===== src/rtl/mem_req_arbiter_if.sv =====
// mem_req_arbiter_if: cache-side and bridge-side signals of the L1-to-AXI request sequencer
interface mem_req_arbiter_if;
  logic         ic_req_i;
  logic [31:0]  ic_addr_i;
  logic         ic_ack_o;
  logic         ic_rvalid_o;
  logic [127:0] ic_rdata_o;
  logic         dc_rreq_i;
  logic [31:0]  dc_raddr_i;
  logic         dc_rack_o;
  logic         dc_rvalid_o;
  logic [127:0] dc_rdata_o;
  logic         dc_wreq_i;
  logic [31:0]  dc_waddr_i;
  logic [127:0] dc_wdata_i;
  logic         dc_wack_o;
  logic         dc_bvalid_o;
  logic         br_inst_ren_o;
  logic [31:0]  br_inst_araddr_o;
  logic         br_data_ren_o;
  logic [31:0]  br_data_araddr_o;
  logic         br_data_wen_o;
  logic [31:0]  br_data_awaddr_o;
  logic [127:0] br_data_wdata_o;
  logic         br_inst_rvalid_i;
  logic [127:0] br_inst_rdata_i;
  logic         br_data_rvalid_i;
  logic [127:0] br_data_rdata_i;
  logic         br_bvalid_i;
  logic         br_rrdy_i;
  logic         br_wrdy_i;
  modport slave (
    input  ic_req_i, ic_addr_i, dc_rreq_i, dc_raddr_i, dc_wreq_i, dc_waddr_i, dc_wdata_i,
           br_inst_rvalid_i, br_inst_rdata_i, br_data_rvalid_i, br_data_rdata_i,
           br_bvalid_i, br_rrdy_i, br_wrdy_i,
    output ic_ack_o, ic_rvalid_o, ic_rdata_o, dc_rack_o, dc_rvalid_o, dc_rdata_o,
           dc_wack_o, dc_bvalid_o, br_inst_ren_o, br_inst_araddr_o, br_data_ren_o,
           br_data_araddr_o, br_data_wen_o, br_data_awaddr_o, br_data_wdata_o
  );
  modport master (
    output ic_req_i, ic_addr_i, dc_rreq_i, dc_raddr_i, dc_wreq_i, dc_waddr_i, dc_wdata_i,
           br_inst_rvalid_i, br_inst_rdata_i, br_data_rvalid_i, br_data_rdata_i,
           br_bvalid_i, br_rrdy_i, br_wrdy_i,
    input  ic_ack_o, ic_rvalid_o, ic_rdata_o, dc_rack_o, dc_rvalid_o, dc_rdata_o,
           dc_wack_o, dc_bvalid_o, br_inst_ren_o, br_inst_araddr_o, br_data_ren_o,
           br_data_araddr_o, br_data_wen_o, br_data_awaddr_o, br_data_wdata_o
  );
endinterface


===== src/rtl/mem_req_arbiter.sv =====
// mem_req_arbiter: arbitrates icache/dcache fills onto one bridge read channel and buffers dcache write-backs
module mem_req_arbiter #(
  parameter int STARVE_LIMIT = 4
) (
  input logic clk,
  input logic rst,
  mem_req_arbiter_if.slave bus
);
  localparam int CW = $clog2(STARVE_LIMIT + 1);
  typedef enum logic [1:0] {R_IDLE, R_ISSUE, R_WAIT} r_state_t;
  typedef enum logic [1:0] {W_IDLE, W_ISSUE, W_WAIT} w_state_t;
  r_state_t r_state, r_next;
  w_state_t w_state, w_next;
  logic          src_dc;
  logic [31:0]   raddr, waddr;
  logic [127:0]  wdata, ic_rdata, dc_rdata;
  logic [CW-1:0] starve;
  logic ic_ack, dc_rack, dc_wack, ic_rvalid, dc_rvalid, dc_bvalid;
  logic w_busy, w_take, hazard, dc_elig, grant_ic, grant_dc, r_done;
  assign w_busy = w_state != W_IDLE;
  assign w_take = w_state == W_IDLE && bus.dc_wreq_i && !dc_bvalid;
  // A write-back being captured this very cycle also blocks a fill of the same burst line
  assign hazard = (w_busy && bus.dc_raddr_i[31:5] == waddr[31:5]) ||
                  (w_take && bus.dc_raddr_i[31:5] == bus.dc_waddr_i[31:5]);
  assign dc_elig  = bus.dc_rreq_i && !hazard;
  assign grant_ic = r_state == R_IDLE && bus.ic_req_i && (!dc_elig || starve == CW'(STARVE_LIMIT));
  assign grant_dc = r_state == R_IDLE && dc_elig && !grant_ic;
  assign r_done   = r_state == R_WAIT && (src_dc ? bus.br_data_rvalid_i : bus.br_inst_rvalid_i);
  always_comb begin
    r_next = r_state;
    w_next = w_state;
    case (r_state)
      R_IDLE:  r_next = grant_ic || grant_dc ? R_ISSUE : R_IDLE;
      R_ISSUE: r_next = bus.br_rrdy_i ? R_WAIT : R_ISSUE;
      R_WAIT:  r_next = r_done ? R_IDLE : R_WAIT;
      default: r_next = R_IDLE;
    endcase
    case (w_state)
      W_IDLE:  w_next = w_take ? W_ISSUE : W_IDLE;
      W_ISSUE: w_next = bus.br_wrdy_i ? W_WAIT : W_ISSUE;
      W_WAIT:  w_next = bus.br_bvalid_i ? W_IDLE : W_WAIT;
      default: w_next = W_IDLE;
    endcase
  end
  always_ff @(posedge clk or negedge rst) begin
    if (!rst) begin
      r_state <= R_IDLE;
      w_state <= W_IDLE;
    end else begin
      r_state <= r_next;
      w_state <= w_next;
    end
  end
  always_ff @(posedge clk or negedge rst) begin
    if (!rst) begin
      src_dc    <= 1'b0;
      raddr     <= '0;
      waddr     <= '0;
      wdata     <= '0;
      ic_rdata  <= '0;
      dc_rdata  <= '0;
      starve    <= '0;
      ic_ack    <= 1'b0;
      dc_rack   <= 1'b0;
      dc_wack   <= 1'b0;
      ic_rvalid <= 1'b0;
      dc_rvalid <= 1'b0;
      dc_bvalid <= 1'b0;
    end else begin
      ic_ack    <= grant_ic;
      dc_rack   <= grant_dc;
      dc_wack   <= w_take;
      ic_rvalid <= r_done && !src_dc;
      dc_rvalid <= r_done && src_dc;
      dc_bvalid <= w_state == W_WAIT && bus.br_bvalid_i;
      starve    <= !bus.ic_req_i || grant_ic ? '0 :
                   grant_dc && starve != CW'(STARVE_LIMIT) ? starve + 1'b1 : starve;
      if (grant_ic || grant_dc) begin
        src_dc <= grant_dc;
        raddr  <= grant_dc ? bus.dc_raddr_i : bus.ic_addr_i;
      end
      if (r_done && !src_dc) ic_rdata <= bus.br_inst_rdata_i;
      if (r_done && src_dc) dc_rdata <= bus.br_data_rdata_i;
      if (w_take) begin
        waddr <= bus.dc_waddr_i;
        wdata <= bus.dc_wdata_i;
      end
    end
  end
  assign bus.ic_ack_o         = ic_ack;
  assign bus.dc_rack_o        = dc_rack;
  assign bus.dc_wack_o        = dc_wack;
  assign bus.ic_rvalid_o      = ic_rvalid;
  assign bus.dc_rvalid_o      = dc_rvalid;
  assign bus.dc_bvalid_o      = dc_bvalid;
  assign bus.ic_rdata_o       = ic_rdata;
  assign bus.dc_rdata_o       = dc_rdata;
  assign bus.br_inst_ren_o    = r_state == R_ISSUE && !src_dc;
  assign bus.br_data_ren_o    = r_state == R_ISSUE && src_dc;
  assign bus.br_inst_araddr_o = r_state != R_IDLE && !src_dc ? raddr : '0;
  assign bus.br_data_araddr_o = r_state != R_IDLE && src_dc ? raddr : '0;
  assign bus.br_data_wen_o    = w_state == W_ISSUE;
  assign bus.br_data_awaddr_o = w_busy ? waddr : '0;
  assign bus.br_data_wdata_o  = w_busy ? wdata : '0;
endmodule


===== src/flat_wrapper.sv =====
// flat-port wrapper written by rule: the top's interface ports become plain ports
module mem_req_arbiter_flat 
#(
  parameter int STARVE_LIMIT = 4
)
  (clk, rst, bus_ic_req_i, bus_ic_addr_i, bus_dc_rreq_i, bus_dc_raddr_i, bus_dc_wreq_i, bus_dc_waddr_i, bus_dc_wdata_i, bus_br_inst_rvalid_i, bus_br_inst_rdata_i, bus_br_data_rvalid_i, bus_br_data_rdata_i, bus_br_bvalid_i, bus_br_rrdy_i, bus_br_wrdy_i, bus_ic_ack_o, bus_ic_rvalid_o, bus_ic_rdata_o, bus_dc_rack_o, bus_dc_rvalid_o, bus_dc_rdata_o, bus_dc_wack_o, bus_dc_bvalid_o, bus_br_inst_ren_o, bus_br_inst_araddr_o, bus_br_data_ren_o, bus_br_data_araddr_o, bus_br_data_wen_o, bus_br_data_awaddr_o, bus_br_data_wdata_o);
  mem_req_arbiter_if bus_i ();
  input logic clk;
  input logic rst;
  input wire logic [$bits(bus_i.ic_req_i)-1:0] bus_ic_req_i;
  input wire logic [$bits(bus_i.ic_addr_i)-1:0] bus_ic_addr_i;
  input wire logic [$bits(bus_i.dc_rreq_i)-1:0] bus_dc_rreq_i;
  input wire logic [$bits(bus_i.dc_raddr_i)-1:0] bus_dc_raddr_i;
  input wire logic [$bits(bus_i.dc_wreq_i)-1:0] bus_dc_wreq_i;
  input wire logic [$bits(bus_i.dc_waddr_i)-1:0] bus_dc_waddr_i;
  input wire logic [$bits(bus_i.dc_wdata_i)-1:0] bus_dc_wdata_i;
  input wire logic [$bits(bus_i.br_inst_rvalid_i)-1:0] bus_br_inst_rvalid_i;
  input wire logic [$bits(bus_i.br_inst_rdata_i)-1:0] bus_br_inst_rdata_i;
  input wire logic [$bits(bus_i.br_data_rvalid_i)-1:0] bus_br_data_rvalid_i;
  input wire logic [$bits(bus_i.br_data_rdata_i)-1:0] bus_br_data_rdata_i;
  input wire logic [$bits(bus_i.br_bvalid_i)-1:0] bus_br_bvalid_i;
  input wire logic [$bits(bus_i.br_rrdy_i)-1:0] bus_br_rrdy_i;
  input wire logic [$bits(bus_i.br_wrdy_i)-1:0] bus_br_wrdy_i;
  output wire logic [$bits(bus_i.ic_ack_o)-1:0] bus_ic_ack_o;
  output wire logic [$bits(bus_i.ic_rvalid_o)-1:0] bus_ic_rvalid_o;
  output wire logic [$bits(bus_i.ic_rdata_o)-1:0] bus_ic_rdata_o;
  output wire logic [$bits(bus_i.dc_rack_o)-1:0] bus_dc_rack_o;
  output wire logic [$bits(bus_i.dc_rvalid_o)-1:0] bus_dc_rvalid_o;
  output wire logic [$bits(bus_i.dc_rdata_o)-1:0] bus_dc_rdata_o;
  output wire logic [$bits(bus_i.dc_wack_o)-1:0] bus_dc_wack_o;
  output wire logic [$bits(bus_i.dc_bvalid_o)-1:0] bus_dc_bvalid_o;
  output wire logic [$bits(bus_i.br_inst_ren_o)-1:0] bus_br_inst_ren_o;
  output wire logic [$bits(bus_i.br_inst_araddr_o)-1:0] bus_br_inst_araddr_o;
  output wire logic [$bits(bus_i.br_data_ren_o)-1:0] bus_br_data_ren_o;
  output wire logic [$bits(bus_i.br_data_araddr_o)-1:0] bus_br_data_araddr_o;
  output wire logic [$bits(bus_i.br_data_wen_o)-1:0] bus_br_data_wen_o;
  output wire logic [$bits(bus_i.br_data_awaddr_o)-1:0] bus_br_data_awaddr_o;
  output wire logic [$bits(bus_i.br_data_wdata_o)-1:0] bus_br_data_wdata_o;
  assign bus_i.ic_req_i = bus_ic_req_i;
  assign bus_i.ic_addr_i = bus_ic_addr_i;
  assign bus_i.dc_rreq_i = bus_dc_rreq_i;
  assign bus_i.dc_raddr_i = bus_dc_raddr_i;
  assign bus_i.dc_wreq_i = bus_dc_wreq_i;
  assign bus_i.dc_waddr_i = bus_dc_waddr_i;
  assign bus_i.dc_wdata_i = bus_dc_wdata_i;
  assign bus_i.br_inst_rvalid_i = bus_br_inst_rvalid_i;
  assign bus_i.br_inst_rdata_i = bus_br_inst_rdata_i;
  assign bus_i.br_data_rvalid_i = bus_br_data_rvalid_i;
  assign bus_i.br_data_rdata_i = bus_br_data_rdata_i;
  assign bus_i.br_bvalid_i = bus_br_bvalid_i;
  assign bus_i.br_rrdy_i = bus_br_rrdy_i;
  assign bus_i.br_wrdy_i = bus_br_wrdy_i;
  assign bus_ic_ack_o = bus_i.ic_ack_o;
  assign bus_ic_rvalid_o = bus_i.ic_rvalid_o;
  assign bus_ic_rdata_o = bus_i.ic_rdata_o;
  assign bus_dc_rack_o = bus_i.dc_rack_o;
  assign bus_dc_rvalid_o = bus_i.dc_rvalid_o;
  assign bus_dc_rdata_o = bus_i.dc_rdata_o;
  assign bus_dc_wack_o = bus_i.dc_wack_o;
  assign bus_dc_bvalid_o = bus_i.dc_bvalid_o;
  assign bus_br_inst_ren_o = bus_i.br_inst_ren_o;
  assign bus_br_inst_araddr_o = bus_i.br_inst_araddr_o;
  assign bus_br_data_ren_o = bus_i.br_data_ren_o;
  assign bus_br_data_araddr_o = bus_i.br_data_araddr_o;
  assign bus_br_data_wen_o = bus_i.br_data_wen_o;
  assign bus_br_data_awaddr_o = bus_i.br_data_awaddr_o;
  assign bus_br_data_wdata_o = bus_i.br_data_wdata_o;
  mem_req_arbiter #(.STARVE_LIMIT(STARVE_LIMIT)) u_core (.clk(clk), .rst(rst), .bus(bus_i));
endmodule

===== config.mk =====
export PLATFORM = sky130hd
export DESIGN_NAME = mem_req_arbiter_flat
export DESIGN_NICKNAME = d
export VERILOG_FILES = /design/src/rtl/mem_req_arbiter_if.sv /design/src/rtl/mem_req_arbiter.sv /design/src/flat_wrapper.sv
export SDC_FILE = /design/constraint.sdc
export NUM_CORES = 1
export LEC_CHECK = 0
export ABC_AREA = 0
export CAP_MARGIN = 0
export CORE_AREA = 2 2 382 384
export CTS_BUF_LIST = sky130_fd_sc_hd__clkbuf_8
export DETAILED_ROUTE_END_ITERATION = 8
export DIE_AREA = 0 0 384 386
export GPL_TIMING_DRIVEN = 0
export PLACE_DENSITY_LB_ADDON = 0.15
export SYNTH_ARGS = -nofsm -noshare
export SYNTH_HDL_FRONTEND = slang
export SYNTH_SLANG_ARGS = --single-unit

===== constraint.sdc =====
create_clock -name clk -period 3.34 [get_ports clk]
set_clock_uncertainty 0.1 [all_clocks]
set_input_delay 0.501 -clock clk [delete_from_list [all_inputs] [get_ports clk]]
set_output_delay 0.501 -clock clk [all_outputs]
set_load 0.02 [all_outputs]

==> results of run 1 <==
-- cell type report --
class | instances | share of cell area
Timing Repair Buffer | 990 | 0.2955
Tap cell | 1917 | 0.06955
Clock inverter | 51 | 0.008453
Clock buffer | 132 | 0.05268
Inverter | 46 | 0.005007
Multi-Input combinational cell | 1076 | 0.2180
Sequential cell | 462 | 0.3353
Buffer | 98 | 0.01448
Antenna cell | 14 | 0.001016
-- power by group --
part           internal [mW]  switching, mW
Sequential              8.33           1.57
Combinational           8.42           9.46
Clock                   3.68           2.93
-- routing by layer --
layer / global-route usage / vias to the layer above
met5: 0 / -
met4: 0.05265 / 16
met3: 0.04976 / 173
met2: 0.2420 / 603
met1: 0.1501 / 8304
li1: - / 7800
-- flip-flops by register name (all words and copies together), names as in the netlist, 2 cells and up --
signal	count
u_core.starve	3
u_core.raddr	32
u_core.waddr	32
u_core.wdata	128
u_core.r_state	2
u_core.w_state	2
u_core.bus.ic_rdata_o	128
u_core.bus.dc_rdata_o	128
-- layout by cell type (no fill, tap or decap), types with 3 or more instances in the layout --
cell type,n
sky130_fd_sc_hd__clkbuf_8,134
sky130_fd_sc_hd__clkbuf_2,11
sky130_fd_sc_hd__clkbuf_1,55
sky130_fd_sc_hd__and3_1,32
sky130_fd_sc_hd__buf_4,6
sky130_fd_sc_hd__a221o_1,24
sky130_fd_sc_hd__mux2_2,288
sky130_fd_sc_hd__buf_1,5
sky130_fd_sc_hd__nand4_1,7
sky130_fd_sc_hd__diode_2,14
sky130_fd_sc_hd__dfrtp_1,460
sky130_fd_sc_hd__nor2b_2,3
sky130_fd_sc_hd__a221oi_1,9
sky130_fd_sc_hd__buf_2,6
sky130_fd_sc_hd__buf_6,4
sky130_fd_sc_hd__nor2_1,3
sky130_fd_sc_hd__clkdlybuf4s50_1,874
sky130_fd_sc_hd__clkbuf_4,13
sky130_fd_sc_hd__dlygate4sd2_1,19
sky130_fd_sc_hd__nor4_1,10
sky130_fd_sc_hd__nand3_1,5
sky130_fd_sc_hd__and2_1,24
sky130_fd_sc_hd__xnor2_1,15
sky130_fd_sc_hd__nor2b_1,158
sky130_fd_sc_hd__dlymetal6s2s_1,84
sky130_fd_sc_hd__nor3_1,36
sky130_fd_sc_hd__xor2_1,39
sky130_fd_sc_hd__inv_1,82
sky130_fd_sc_hd__nand2_1,389
sky130_fd_sc_hd__buf_16,5
sky130_fd_sc_hd__clkinv_2,8
-- stage by stage --
step	TNS, ns	hold WS (ns)	cells	total power [mW]	instance area (um2)
6_report	0	0.1429	4786	34.39	34490
4_1_cts	-18.25	0.007900	4771	35.29	34200
3_3_place_gp	-	0.3580	4582	28.26	31800
5_1_grt	-0.1300	0.04627	4784	36.54	34480
3_5_place_dp	-109.15	0.3532	4588	28.15	31960
2_1_floorplan	0	0.1054	1687	18.27	19610
-- worst max path at each step --
stage / endpoint / startpoint / cells past startpoint / slack, ns
after global placement: u_core.wdata[15] / rst / 1 / -23.56
after detailed placement: bus_br_data_wdata_o[108] / u_core.w_state[1] / 5 / -1.21
after global routing: bus_br_data_wdata_o[82] / u_core.w_state[1] / 5 / -0.02
after floorplan: u_core.raddr[30] / u_core.bus.dc_bvalid_o / 8 / 0.95
after CTS: bus_br_data_wdata_o[109] / u_core.w_state[0] / 5 / -0.24
final: bus_br_data_araddr_o[2] / u_core.r_state[0] / 4 / 0.17
-- worst max-delay path, cell delays in order (launching register included) --
cell                              delay, ns
sky130_fd_sc_hd__dfrtp_2               0.45
sky130_fd_sc_hd__or2_4                 0.24
sky130_fd_sc_hd__clkbuf_2              0.22
sky130_fd_sc_hd__and3_1                0.26
sky130_fd_sc_hd__clkdlybuf4s50_1       0.63
-- cells by family (layout without fill, tap and decap cells) --
kind of cell | count (synthesis) | count (layout) | share of synthesized area
muxes | 288 | 288 | 0.1654
other | 0 | 14 | 0
and+or+nand+nor | 685 | 685 | 0.1667
xor gates and xnor gates | 54 | 54 | 0.02412
buffers and inverters | 149 | 1317 | 0.03025
AOI/OAI and AO/OA | 47 | 47 | 0.02265
adders and majority gates | 2 | 2 | 0.001276
DFF | 462 | 462 | 0.5896
-- what timing repair did --
action,4_1_cts,5_1_grt
endpoints found under the hold margin,196,0
endpoints found under the setup margin,288,124
gates resized for setup,74,105
cloned,0,0
hold buffers,1,0
pin swaps,2,1
setup buffers,4,1
==> summary.txt, run 1 <==
most common cell in the netlist = sky130_fd_sc_hd__dfrtp_1
first-pass GRT wire length = 143600 um
power density relative to cell area = 997.1 mW/mm2
depth of the worst register-to-register path = 6
via count of the first global-routing pass = 18.28k
post-synthesis cell count = 1687
fraction of final layout cells with drive strength greater than 1 = 0.1769
crit end category = output port
count of state elements after synthesis = 462
clock tree from TritonCTS = done
die outline area = 0.1482 mm2
RSZ-0062 raised after global routing = true
placed wire-length estimate = 84270 um
clock transition at the registers of the reported paths = 0.06 ns
Critical Path Source Type = flip-flop
die outline width = 384 um
maximum buffer depth of the clock tree = 3
number of enable flip-flop cells after synthesis = 0
max capacitance violation total = 0
post-synth top area share = 0.5896
Hold Fails Final Rpt = 0
number of DRC markers after the initial detailed-route iteration = 643
proportion of register bits with asynchronous set or reset after synthesis = 1.000
Ys Warns = 0
Total Routing Usage GR = 0.1376
end of the worst register-to-register path = u_core.bus.ic_rdata_o[106]
source-to-sink clock delay at the later pin of the worst-skew pair = 0.76 ns
Worst Tran Pin Value = 1.107 ns
clock root cell = sky130_fd_sc_hd__clkbuf_8
Port Buffer Count = 978
number of remaining DRC errors = 0
worst setup slack after layout = 0.1713 ns
weighted congestion at the end of routability-driven global placement = 0.8123
worst endpoint data arrival time = 2.57 ns
Chip Height = 386 um
dominant cells by area after synthesis = sky130_fd_sc_hd__dfrtp_1 (59%), sky130_fd_sc_hd__mux2_2 (17%), sky130_fd_sc_hd__nand2_1 (7.4%), sky130_fd_sc_hd__nor2b_1 (5.1%), sky130_fd_sc_hd__xor2_1 (1.7%)
maximum number of pins on one net before global-route repair = 100
via count = 16.90k
depth of the CTS H-tree = 3
summed instance area of the synthesized netlist = 0.01961 mm2
Leakage Power = 15.71 nW
met1 layer wirelength in the final routing = 39470 um
startpoint of the lowest-slack register-to-register path = u_core.src_dc
Hold/Removal Path Class = input pin to asynchronous set/reset pin
standard-cell rows = 140
worst path required time = 2.74 ns
Achievable Freq = 0.3156 GHz
worst relative slew slack = 0.2618
top flip-flop cell by instance count after synthesis = sky130_fd_sc_hd__dfrtp_1
area of the core = 0.1445 mm2
starting density of the core = 0.1357
top routing layer in use = met5
top cell type by total area after synthesis = sky130_fd_sc_hd__dfrtp_1
number of buffers created by CTS = 101
total wirelength of the detailed-routed design = 105000 um
biggest fanout along the worst timing path = 10
post-route clock period utilization = 0.9487
area grow syn2layout = 75.87%
first-pass iteration count of the detailed router = 4
number of sinks driven by the clock tree = 462
count of final max-slew check failures = 0
total area of sequential cells = 0.01156 mm2
initial antenna violation count = 23
category of the critical setup timing path = flip-flop to output port
register area share after synthesis = 0.5896
time the final worst path needs with I/O delays and setup = 3.169 ns
detailed-routed wire length on met2 = 53620 um
worst setup slack for register-to-register paths = 0.33 ns
remaining number of nets flagged by the antenna check after routing = 0
post-synthesis cell type count = 41
count of fill cells added during filler insertion = 15.72k
top post-synthesis cells by count = sky130_fd_sc_hd__dfrtp_1 (462), sky130_fd_sc_hd__nand2_1 (389), sky130_fd_sc_hd__mux2_2 (288)
sum of met3 wire segment lengths after detailed routing = 8249 um
Remaining Overflow, GRT = 0
run status = completed
utilization after layout = 0.2386
Mapped Nets = 2179
Worst IR Drop VDD = 0.0003593 V
per-cell via count in the routed design = 3.530
WL per Instance = 21.93 um
fin nets = 3267
count of final setup violators = 0
worst setup slack before clock tree synthesis = -1.210 ns
mean area per synthesized cell = 11.62 um2
area taken by multi-input logic gates = 0.007520 mm2
Top-Level Pins = 979
Power figures use the tool's default switching activity.
==> inputs of run 2 (changes only) <==
GPL_TIMING_DRIVEN = not set   (was 0)
==> run 2 against run 1 <==
Utilization up 0.42 points. Worst setup slack improved by 0.016 ns. Largest cell class unchanged. Critical path depth did not move. Sequential power about the same. Total power decreased by 1.2%. Clock power fell by 2%. Critical path type unchanged. Global-route usage fell by 0.40 points.
==> summary.txt, run 2 (synthesized netlist as in run 1, its figures left out) <==
weighted congestion at the end of routability-driven global placement = 0.8170 (was 0.8123)
post-route clock period utilization = 0.9440 (was 0.9487)
endpoint of the worst hold path = u_core.bus.dc_rdata_o[61]
worst relative slew slack = 0.4016 (was 0.2618)
per-cell via count in the routed design = 3.506 (was 3.530)
starting density of the core = 0.1357 (unchanged)
number of DRC markers after the initial detailed-route iteration = 545 (was 643)
standard-cell rows = 140 (unchanged)
first-pass GRT wire length = 141200 um (was 143600 um)
power density relative to cell area = 968.5 mW/mm2 (was 997.1 mW/mm2)
clock root cell = sky130_fd_sc_hd__clkbuf_8 (unchanged)
biggest fanout along the worst timing path = 16 (was 10)
depth of the CTS H-tree = 3 (unchanged)
time the final worst path needs with I/O delays and setup = 3.153 ns (was 3.169 ns)
Total Routing Usage GR = 0.1336 (was 0.1376)
maximum buffer depth of the clock tree = 3 (unchanged)
setup tns final = 0 ns (unchanged)
area of the core = 0.1445 mm2 (unchanged)
Worst IR Drop VDD = 0.0005647 V (was 0.0003593 V)
maximum number of pins on one net before global-route repair = 129 (was 100)
Internal = 20.08 mW (was 20.43 mW)
total wirelength of the detailed-routed design = 102000 um (was 105000 um)
Chip Height = 386 um (unchanged)
startpoint of the lowest-slack register-to-register path = u_core.w_state[1] (was u_core.src_dc)
worst endpoint data arrival time = 2.55 ns (was 2.57 ns)
clock tree from TritonCTS = done (unchanged)
final std cell area, no fill = 0.03509 mm2 (was 0.03449 mm2)
area grow syn2layout = 78.95% (was 75.87%)
run status = completed (unchanged)
via count = 16.95k (was 16.90k)
total chip power = 33.98 mW (was 34.39 mW)
Worst Tran Pin Value = 0.8976 ns (was 1.107 ns)
Leakage Power = 15.45 nW (was 15.71 nW)
share of total power in combinational logic = 0.511 (was 0.520)
Hold Fails Final Rpt = 0 (unchanged)
Top-Level Pins = 979 (unchanged)
net load switching power = 13.90 mW (was 13.96 mW)
total cell area at the placement stage = 0.03220 mm2 (was 0.03196 mm2)
clock transition at the registers of the reported paths = 0.07 ns (was 0.06 ns)
Remaining Overflow, GRT = 0 (unchanged)
number of sinks driven by the clock tree = 462 (unchanged)
WL per Instance = 21.09 um (was 21.93 um)
number of cells in the design after placement = 4557 (was 4588)
count of final setup violators = 0 (unchanged)
count of fill cells added during filler insertion = 15.66k (was 15.72k)
Port Buffer Count = 978 (unchanged)
Hold/Removal Path Class = input pin to flip-flop (was input pin to asynchronous set/reset pin)
number of remaining DRC errors = 0 (unchanged)
die outline width = 384 um (unchanged)
Achievable Freq = 0.3172 GHz (was 0.3156 GHz)
fraction of final layout cells with drive strength greater than 1 = 0.1843 (was 0.1769)
net switching fraction of the power = 0.4091 (was 0.4058)
worst hold margin = 0.1606 ns (was 0.1429 ns)
via count of the first global-routing pass = 18.52k (was 18.28k)
count of final max-slew check failures = 0 (unchanged)
Setup crit start = u_core.r_state[0] (unchanged)
number of buffers created by CTS = 100 (was 101)
fin cells = 4834 (was 4786)
end of the worst register-to-register path = u_core.raddr[23] (was u_core.bus.ic_rdata_o[106])
first-pass iteration count of the detailed router = 4 (unchanged)
worst setup slack for register-to-register paths = 0.41 ns (was 0.33 ns)
share of power burned in the clock network = 0.191 (was 0.192)
Hold Path Stages = 3
depth of the worst register-to-register path = 7 (was 6)
worst path required time = 2.74 ns (about the same)
commonest non-fill, non-tap cell in the layout = sky130_fd_sc_hd__clkdlybuf4s50_1 (unchanged)
max capacitance violation total = 0 (unchanged)
crit end category = output port (unchanged)
initial antenna violation count = 17 (was 23)
Critical Path Source Type = flip-flop (unchanged)
remaining number of nets flagged by the antenna check after routing = 0 (unchanged)
beginning of the worst hold path = bus_br_data_rdata_i[61]
die outline area = 0.1482 mm2 (unchanged)
category of the critical setup timing path = flip-flop to output port (unchanged)
fin nets = 3324 (was 3267)
placed wire-length estimate = 78450 um (was 84270 um)
Reg power frac = 0.298 (was 0.288)
most used cells in the layout excluding fill and tap cells = sky130_fd_sc_hd__clkdlybuf4s50_1 (839), sky130_fd_sc_hd__dfrtp_1 (459), sky130_fd_sc_hd__nand2_1 (389) (was sky130_fd_sc_hd__clkdlybuf4s50_1 (874), sky130_fd_sc_hd__dfrtp_1 (460), sky130_fd_sc_hd__nand2_1 (389))
RSZ-0062 raised after global routing = false (was true)
source-to-sink clock delay at the later pin of the worst-skew pair = 0.79 ns (was 0.76 ns)
run 2: changes by cell type in the layout (fill, tap and decap cells not counted), sizes merged:
cell / change
or2: +1
clkinv: -3
diode: -5
dlygate4sd3: +75
clkdlybuf4s15: +1
clkdlybuf4s50: -35
dlymetal6s2s: -79
bufbuf: +1
clkbuf: -90
dlygate4sd2: +113
inv: +6
buf: +62
clkinvlp: +1
run 2: worst max path at each step:
stage,endpoint
after floorplan,u_core.raddr[30]
after global placement,u_core.raddr[4]
after detailed placement,u_core.raddr[24]
after CTS,bus_br_data_araddr_o[10]
after global routing,bus_br_data_wdata_o[110]
final,bus_br_data_araddr_o[10]
run 2: area by class of cell:
type | count | area, um2 | share of cell area
Multi-Input combinational cell | 1077 | 7497 | 0.2137
Tap cell | 1917 | 2399 | 0.06835
Clock buffer | 123 | 1693 | 0.04824
Antenna cell | 9 | 22.52 | 0.0006418
Clock inverter | 55 | 356.6 | 0.01016
Inverter | 46 | 175.2 | 0.004992
Sequential cell | 462 | 11560 | 0.3296
Timing Repair Buffer | 1145 | 11380 | 0.3244
run 2: metal layers:
| layer | up-vias | GRT usage | wire (um) |
|---|---|---|---|
| li1 | 7890 | - | - |
| met3 | 157 | 0.04657 | 8033 |
| met5 | - | 0 | 115 |
| met4 | 16 | 0.05352 | 3015 |
| met1 | 8305 | 0.1432 | 37810 |
| met2 | 580 | 0.2384 | 52990 |
run 2: worst max-delay path, cell delays in order (launching register included):
cell                              delay, ns
sky130_fd_sc_hd__dfrtp_2               0.46
sky130_fd_sc_hd__buf_4                 0.16
sky130_fd_sc_hd__or2_4                 0.34
sky130_fd_sc_hd__and3_1                0.26
sky130_fd_sc_hd__clkdlybuf4s50_1       0.55
run 2: through the flow:
stage	util	setup slack, ns
2_1_floorplan	-	0.9482
3_3_place_gp	0.2228	0.04596
3_5_place_dp	0.2228	0.03675
4_1_cts	0.2426	0.001208
5_1_grt	0.2428	0.001213
6_report	0.2428	0.1870
run 2: timing repair:
item | CTS | global route
pin swaps | 2 | 0
cloned | 3 | 0
gates resized for setup | 151 | 5
hold buffers | 76 | 0
hold endpoints to repair | 129 | 0
setup buffers | 11 | 0
setup endpoints to repair | 151 | 5
run 2: power by group through the flow:
stage                     registers, mW  logic (mW)  clock network, mW
after floorplan                    11.4        6.83                  0
after global placement             10.2        17.9                  0
after detailed placement           10.2        17.9                  0
after CTS                          10.2        17.8               6.91
after global routing               10.5        18.5               7.14
final                              10.1        17.4               6.50
